<file path="config.mk">
export PLATFORM = sky130hd
export DESIGN_NAME = regfile_mp
export DESIGN_NICKNAME = d
export VERILOG_FILES = /design/src/rtl/regfile_pkg.sv /design/src/rtl/regfile_scoreboard.sv /design/src/rtl/regfile_mp.sv
export SDC_FILE = /design/constraint.sdc
export NUM_CORES = 2
export LEC_CHECK = 0
export CAP_MARGIN = 20
export CORE_ASPECT_RATIO = 0.75
export CORE_MARGIN = 2
export CORE_UTILIZATION = 57
export CTS_CLUSTER_SIZE = 20
export DETAILED_ROUTE_END_ITERATION = 12
export GPL_ROUTABILITY_DRIVEN = 0
export PLACE_DENSITY = 0.77
export SLEW_MARGIN = 20
export SYNTH_ARGS = -nofsm -noshare
export SYNTH_HDL_FRONTEND = slang
export SYNTH_SLANG_ARGS = --single-unit
</file>
<file path="constraint.sdc">
create_clock -name Clock -period 5.6 [get_ports Clock]
set_input_delay 0.56 -clock Clock [delete_from_list [all_inputs] [get_ports Clock]]
set_output_delay 0.56 -clock Clock [all_outputs]
set_load 0.05 [all_outputs]
</file>
<file path="src/rtl/regfile_pkg.sv">
// Shared constants, storage types and the population-count helper for the
// multi-port register file.
package regfile_pkg;

  localparam int DATA_W_DEF   = 32;
  localparam int NUM_REGS_DEF = 32;
  localparam int ADDR_W_DEF   = $clog2(NUM_REGS_DEF);
  // Widest busy vector the register file supports (NUM_REGS up to 64).
  localparam int POP_W        = 64;

  typedef logic [ADDR_W_DEF-1:0] reg_addr_t;
  typedef logic [DATA_W_DEF-1:0] reg_data_t;

  function automatic logic [6:0] popcount(input logic [POP_W-1:0] v);
    logic [6:0] n;
    n = '0;
    for (int i = 0; i < POP_W; i++) begin
      n = n + 7'(v[i]);
    end
    return n;
  endfunction

endpackage

</file>
<file path="src/rtl/regfile_scoreboard.sv">
// Busy scoreboard: one bit per register marking an in-flight writeback, plus
// a registered count of busy registers for the hazard logic.
module regfile_scoreboard
  import regfile_pkg::*;
#(
  parameter int NUM_REGS = NUM_REGS_DEF,
  parameter int ADDR_W   = $clog2(NUM_REGS),
  parameter int NUM_WR   = 1,
  parameter int ZERO_REG = 1,
  parameter int CNT_W    = $clog2(NUM_REGS) + 1
) (
  input  logic                     Clock,
  input  logic                     nReset,
  input  logic                     issue_en,
  input  logic [ADDR_W-1:0]        issue_addr,
  input  logic [NUM_WR-1:0]        wr_accept,
  input  logic [NUM_WR*ADDR_W-1:0] wr_addr,
  output logic [NUM_REGS-1:0]      busy,
  output logic [CNT_W-1:0]         busy_count
);

  logic                issue_ok;
  logic [NUM_REGS-1:0] busy_next;

  assign issue_ok = issue_en
                    && ({1'b0, issue_addr} < (ADDR_W+1)'(NUM_REGS))
                    && !((ZERO_REG != 0) && (issue_addr == '0));

  // Clears first, then the issue: a same-cycle issue is the newer producer.
  always_comb begin
    busy_next = busy;
    for (int p = 0; p < NUM_WR; p++) begin
      if (wr_accept[p]) begin
        busy_next[wr_addr[p*ADDR_W +: ADDR_W]] = 1'b0;
      end
    end
    if (issue_ok) begin
      busy_next[issue_addr] = 1'b1;
    end
  end

  always_ff @(posedge Clock or negedge nReset) begin
    if (!nReset) begin
      busy       <= '0;
      busy_count <= '0;
    end else begin
      busy       <= busy_next;
      busy_count <= CNT_W'(popcount(POP_W'(busy_next)));
    end
  end

`ifndef SYNTHESIS
  assert property (@(posedge Clock) disable iff (!nReset)
                   busy_count == CNT_W'(popcount(POP_W'(busy))));
  assert property (@(posedge Clock) disable iff (!nReset)
                   busy_count <= CNT_W'(NUM_REGS - ZERO_REG));
`endif

endmodule

</file>
<file path="src/rtl/regfile_mp.sv">
// Parametrised multi-port register file with asynchronous reads, optional
// hardwired zero register, write-to-read bypass and a busy scoreboard.
module regfile_mp
  import regfile_pkg::*;
#(
  parameter int DATA_W   = DATA_W_DEF,
  parameter int NUM_REGS = NUM_REGS_DEF,
  parameter int ADDR_W   = $clog2(NUM_REGS),
  parameter int NUM_RD   = 2,
  parameter int NUM_WR   = 1,
  parameter int ZERO_REG = 1,
  parameter int BYPASS   = 1,
  parameter int CNT_W    = $clog2(NUM_REGS) + 1
) (
  input  logic                     Clock,
  input  logic                     nReset,
  input  logic [NUM_RD*ADDR_W-1:0] RdAddr,
  output logic [NUM_RD*DATA_W-1:0] RdData,
  output logic [NUM_RD-1:0]        RdBusy,
  input  logic [NUM_WR-1:0]        WrEn,
  input  logic [NUM_WR*ADDR_W-1:0] WrAddr,
  input  logic [NUM_WR*DATA_W-1:0] WrData,
  input  logic                     IssueEn,
  input  logic [ADDR_W-1:0]        IssueAddr,
  output logic                     WrCollide,
  output logic [CNT_W-1:0]         BusyCount
);

  logic [DATA_W-1:0]   regs [NUM_REGS];
  logic [ADDR_W-1:0]   wr_addr [NUM_WR];
  logic [DATA_W-1:0]   wr_data [NUM_WR];
  logic [NUM_WR-1:0]   wr_accept;
  logic [NUM_REGS-1:0] busy;
  logic                collide_next;

  // An address names real storage: in range and not the hardwired zero.
  function automatic logic addr_live(input logic [ADDR_W-1:0] a);
    return ({1'b0, a} < (ADDR_W+1)'(NUM_REGS)) && !((ZERO_REG != 0) && (a == '0));
  endfunction

  for (genvar gi = 0; gi < NUM_WR; gi++) begin : g_wr
    assign wr_addr[gi]   = WrAddr[gi*ADDR_W +: ADDR_W];
    assign wr_data[gi]   = WrData[gi*DATA_W +: DATA_W];
    assign wr_accept[gi] = WrEn[gi] && addr_live(wr_addr[gi]);
  end

  // Higher-numbered write ports are applied last so they win on a collision.
  always_ff @(posedge Clock or negedge nReset) begin
    if (!nReset) begin
      for (int i = 0; i < NUM_REGS; i++) begin
        regs[i] <= '0;
      end
    end else begin
      for (int p = 0; p < NUM_WR; p++) begin
        if (wr_accept[p]) begin
          regs[wr_addr[p]] <= wr_data[p];
        end
      end
    end
  end

  if (NUM_WR == 2) begin : g_collide
    assign collide_next = (&wr_accept) && (wr_addr[0] == wr_addr[1]);
  end else begin : g_no_collide
    assign collide_next = 1'b0;
  end

  always_ff @(posedge Clock or negedge nReset) begin
    if (!nReset) begin
      WrCollide <= 1'b0;
    end else begin
      WrCollide <= collide_next;
    end
  end

  regfile_scoreboard #(
    .NUM_REGS (NUM_REGS),
    .ADDR_W   (ADDR_W),
    .NUM_WR   (NUM_WR),
    .ZERO_REG (ZERO_REG),
    .CNT_W    (CNT_W)
  ) u_scoreboard (
    .Clock      (Clock),
    .nReset     (nReset),
    .issue_en   (IssueEn),
    .issue_addr (IssueAddr),
    .wr_accept  (wr_accept),
    .wr_addr    (WrAddr),
    .busy       (busy),
    .busy_count (BusyCount)
  );

  for (genvar gi = 0; gi < NUM_RD; gi++) begin : g_rd
    logic [ADDR_W-1:0] rd_addr;
    logic [DATA_W-1:0] rd_data;
    logic              rd_busy;

    assign rd_addr = RdAddr[gi*ADDR_W +: ADDR_W];

    // Reads are forced to zero while reset is held, bypass included.
    always_comb begin
      rd_data = '0;
      rd_busy = 1'b0;
      if (nReset && addr_live(rd_addr)) begin
        rd_data = regs[rd_addr];
        rd_busy = busy[rd_addr];
      end
      if ((BYPASS != 0) && nReset) begin
        for (int p = 0; p < NUM_WR; p++) begin
          if (wr_accept[p] && (wr_addr[p] == rd_addr)) begin
            rd_data = wr_data[p];
            rd_busy = 1'b0;
          end
        end
      end
    end

    assign RdData[gi*DATA_W +: DATA_W] = rd_data;
    assign RdBusy[gi]                  = rd_busy;
  end

`ifndef SYNTHESIS
  if (ZERO_REG != 0) begin : g_zero_chk
    assert property (@(posedge Clock) disable iff (!nReset)
                     (regs[0] == '0) && !busy[0]);
  end
`endif

endmodule

</file>
==> results.sh <==
export IMPL_run_status="finished clean"
export IMPL_drive_above_1_share_pct=41.13
export IMPL_port_buffers=127
export IMPL_syn_avg_cell_area_um2=13.16
export IMPL_fp_dieW_um=370.0
export IMPL_yosysTopAreaCell="dfrtp_1"
export IMPL_hold_path_cell_count=3
export IMPL_synth_top_cell_area_share_pct=46.40
export IMPL_grt_util_all_layers_pct=34.84
export IMPL_path_cells="clkdlybuf4s15_1 > buf_4 > nor3_2 > buf_4 > buf_4 > nand2_2 > a22oi_2 > fa_1 > fa_1 > fa_1 > fa_1 > fa_1 > fa_1 > inv_2 > fa_2 > fa_2 > a21o_1 > a21oi_2 > xnor2_1"
export IMPL_drcViolationCount=0
export IMPL_setup_total_negative_slack_ps=0
export IMPL_avgRoutedWirePerCell_um=30.95
export IMPL_netlist_instances=4352
export IMPL_clk_pin_slew_ps=60
export IMPL_grt_pass1_wl_um=266300
export IMPL_ys_ff_latch=1062
export IMPL_setup_worst_path_end_class="flip-flop"
export IMPL_core_um2=99470
export IMPL_cp_common_cell="fa_1"
export IMPL_ys_seq_area_share_pct=46.40
export IMPL_timing_hold_ws_ps=223.5
export IMPL_max_slew_margin_rel_pct=22.36
export IMPL_rows=100
export IMPL_antenna_found_initial=1
export IMPL_cts_max_level=3
export IMPL_r2r_slack_ps=390
export IMPL_finalCriticalPeriod_ps=5438
export IMPL_synth_most_common_cell="dfrtp_1"
export IMPL_insertion_delay_ps=720
export IMPL_ys_types=46
export IMPL_async_reset_ff_share_pct=100.0
export IMPL_die_area_um2=103100
export IMPL_synthFlopType="dfrtp_1"
export IMPL_finClkSkew_ps=21.84
export IMPL_period_share_pct=97.11
export IMPL_worst_path_max_fanout=5
export IMPL_via_per_inst=7.048
export IMPL_start_kind="primary input"
export IMPL_hold_path_class="primary input to flip-flop"
export IMPL_maxCapViolCount=0
export IMPL_ys_warnings_count=0
export IMPL_grt_max_degree=178
export IMPL_reg2reg_depth=18
export IMPL_critPathMaxStageDelay_ps=570
export IMPL_dr_total_vias=40550
export IMPL_drt_initial_drc_count=5365
export IMPL_tightest_slew_ps=1165
export IMPL_hold_path_end="u_scoreboard.busy[28]"
export IMPL_postRouteAntennaNets=0
export IMPL_wirelength_um=178100
export IMPL_reg2reg_from="u_scoreboard.busy[1]"
export IMPL_min_from="IssueAddr[4]"
export IMPL_root_buffer="clkbuf_16"
export IMPL_cts_sinks=1062
export IMPL_crit_buf_inv=5
export IMPL_power_density_nw_per_um2=398.6
export IMPL_synth_top_cells_by_count="dfrtp_1 (1062), mux2_2 (802), nand2_1 (660)"
export IMPL_grt_pass1_vias=40770
export IMPL_path_delay_family="adder cells"
export IMPL_dp_hpwl_um=102700
export IMPL_critPathSlowestCell="fa_1"
export IMPL_netlist_area_um2=57280
export IMPL_postSynthNetCount=4440
export IMPL_clockBufferDepth=3
export IMPL_p_leak_nw=28.71
export IMPL_cp_arrival_ps=6060
export IMPL_ios=129
export IMPL_numCtsBuffers=105
export IMPL_crit_type="primary input to flip-flop"
export IMPL_dr_pass1_iters=6
export IMPL_synthTopCellsByArea="dfrtp_1 (46%), mux4_2 (18%), mux2_2 (16%)"
export IMPL_nets=4432
export IMPL_syn2layout_area_growth_pct=11.84
export IMPL_irDropWorstVdd_mv=1.262
export IMPL_drv_slew=0
export IMPL_fmax_mhz=183.9
export IMPL_overflow=0
export IMPL_reg2reg_to="u_scoreboard.busy_count[4]"
export IMPL_synth_edf_count=0
export IMPL_initial_core_util_pct=57.58
export IMPL_required_ps=6230
export IMPL_finalHoldViolCount=0
export IMPL_final_setup_viol_count=0
export IMPL_die_y_um=278.5
export IMPL_cts_tree="built"
==> cell families after synthesis <==
family	Yosys count	share of synthesized area, %
other	1	0.006547
buffers and inverters	523	3.703
AO/OA/AOI/OAI	438	5.618
adder cells (fa/ha/maj)	32	1.014
multiplexers	1430	36.90
XOR/XNOR	13	0.1988
AND/OR/NAND/NOR	853	6.166
flip-flops	1062	46.40
==> metal layers <==
layer	wire length (µm)	global-route usage (%)	part of all wire, %
met5	0	0	0
met4	7035	12.17	4.0
met3	21520	10.68	12
met2	79310	51.31	45
met1	70210	49.43	39
==> placed cells by master (no fill, tap or decap), drive strengths merged, types with 3 or more instances in the layout <==
cell           count
clkdlybuf4s50     61
nor2b             14
nor3              62
clkinvlp           5
nor4               5
and2              30
nand2b            16
fa                24
nand3              3
a211oi            69
nand2            660
bufinv            11
a221o             33
dlygate4sd2        7
a211o             32
a221oi            25
clkinv            24
a22oi             43
ha                 8
a22o              11
o221ai            31
or2               31
inv               58
nor2              29
mux2             802
a21o               3
o22ai             97
dfrtp           1062
o2111ai            9
clkbuf           151
buf              278
mux2i            163
mux4             465
o21ai             48
a21oi             29
xnor2             12
==> stage by stage <==
stage	instances	utilization [%]	area, µm²	setup WS [ps]	power (mW)
after global routing	5753	64.40	64060	-22.07	26.83
after global placement	5552	60.72	60400	-851.8	17.73
after detailed placement	5553	60.73	60410	-872.3	18.09
final	5754	64.41	64060	161.7	25.54
after CTS	5752	64.41	64070	-17.13	25.56
after floorplan	4352	-	57400	-325.5	15.65
==> worst max path at each step <==
stage	slack, ps	endpoint	cells past startpoint	startpoint
after floorplan	-330	u_scoreboard.busy_count[4]	23	WrAddr[4]
after global placement	-850	u_scoreboard.busy_count[4]	20	IssueAddr[4]
after detailed placement	-870	u_scoreboard.busy_count[4]	20	IssueAddr[4]
after CTS	-20	u_scoreboard.busy_count[4]	20	IssueAddr[4]
after global routing	-20	u_scoreboard.busy_count[4]	20	WrEn
final	160	u_scoreboard.busy_count[4]	19	WrAddr[2]
==> state kept, by name (all words and copies together), names as in the netlist <==
register,count
u_scoreboard.busy,32
regs,1024
u_scoreboard.busy_count,6
==> tightest hold or removal path, cell delays in order <==
cell    delay (ps)
buf_6           70
buf_4          120
a22o_1         150
==> power by group <==
part	total (mW)	switching [mW]	internal [mW]
clock	7.44	3.16	4.29
sequential	10.3	1.14	9.21
combinational	7.75	3.55	4.19
==> final cells by class <==
type	instances	area, µm²
repair buffers	351	3048
multi-input cells	2767	28990
clock inverters	41	523.0
clock buffers	149	3047
fillers	7126	35410
diodes	1	2.502
flip-flops and latches	1062	26580
well taps	1326	1659
inverters	57	215.2
==> repair_timing <==
item,4_1_cts,5_1_grt
gates resized for setup,32,13
hold buffers,1,0
buffers inserted,8,1
pin swaps,15,13
hold endpoints to repair,26,0
endpoints found under the setup margin,2,3
No activity file was read; power rests on OpenSTA's default activity.
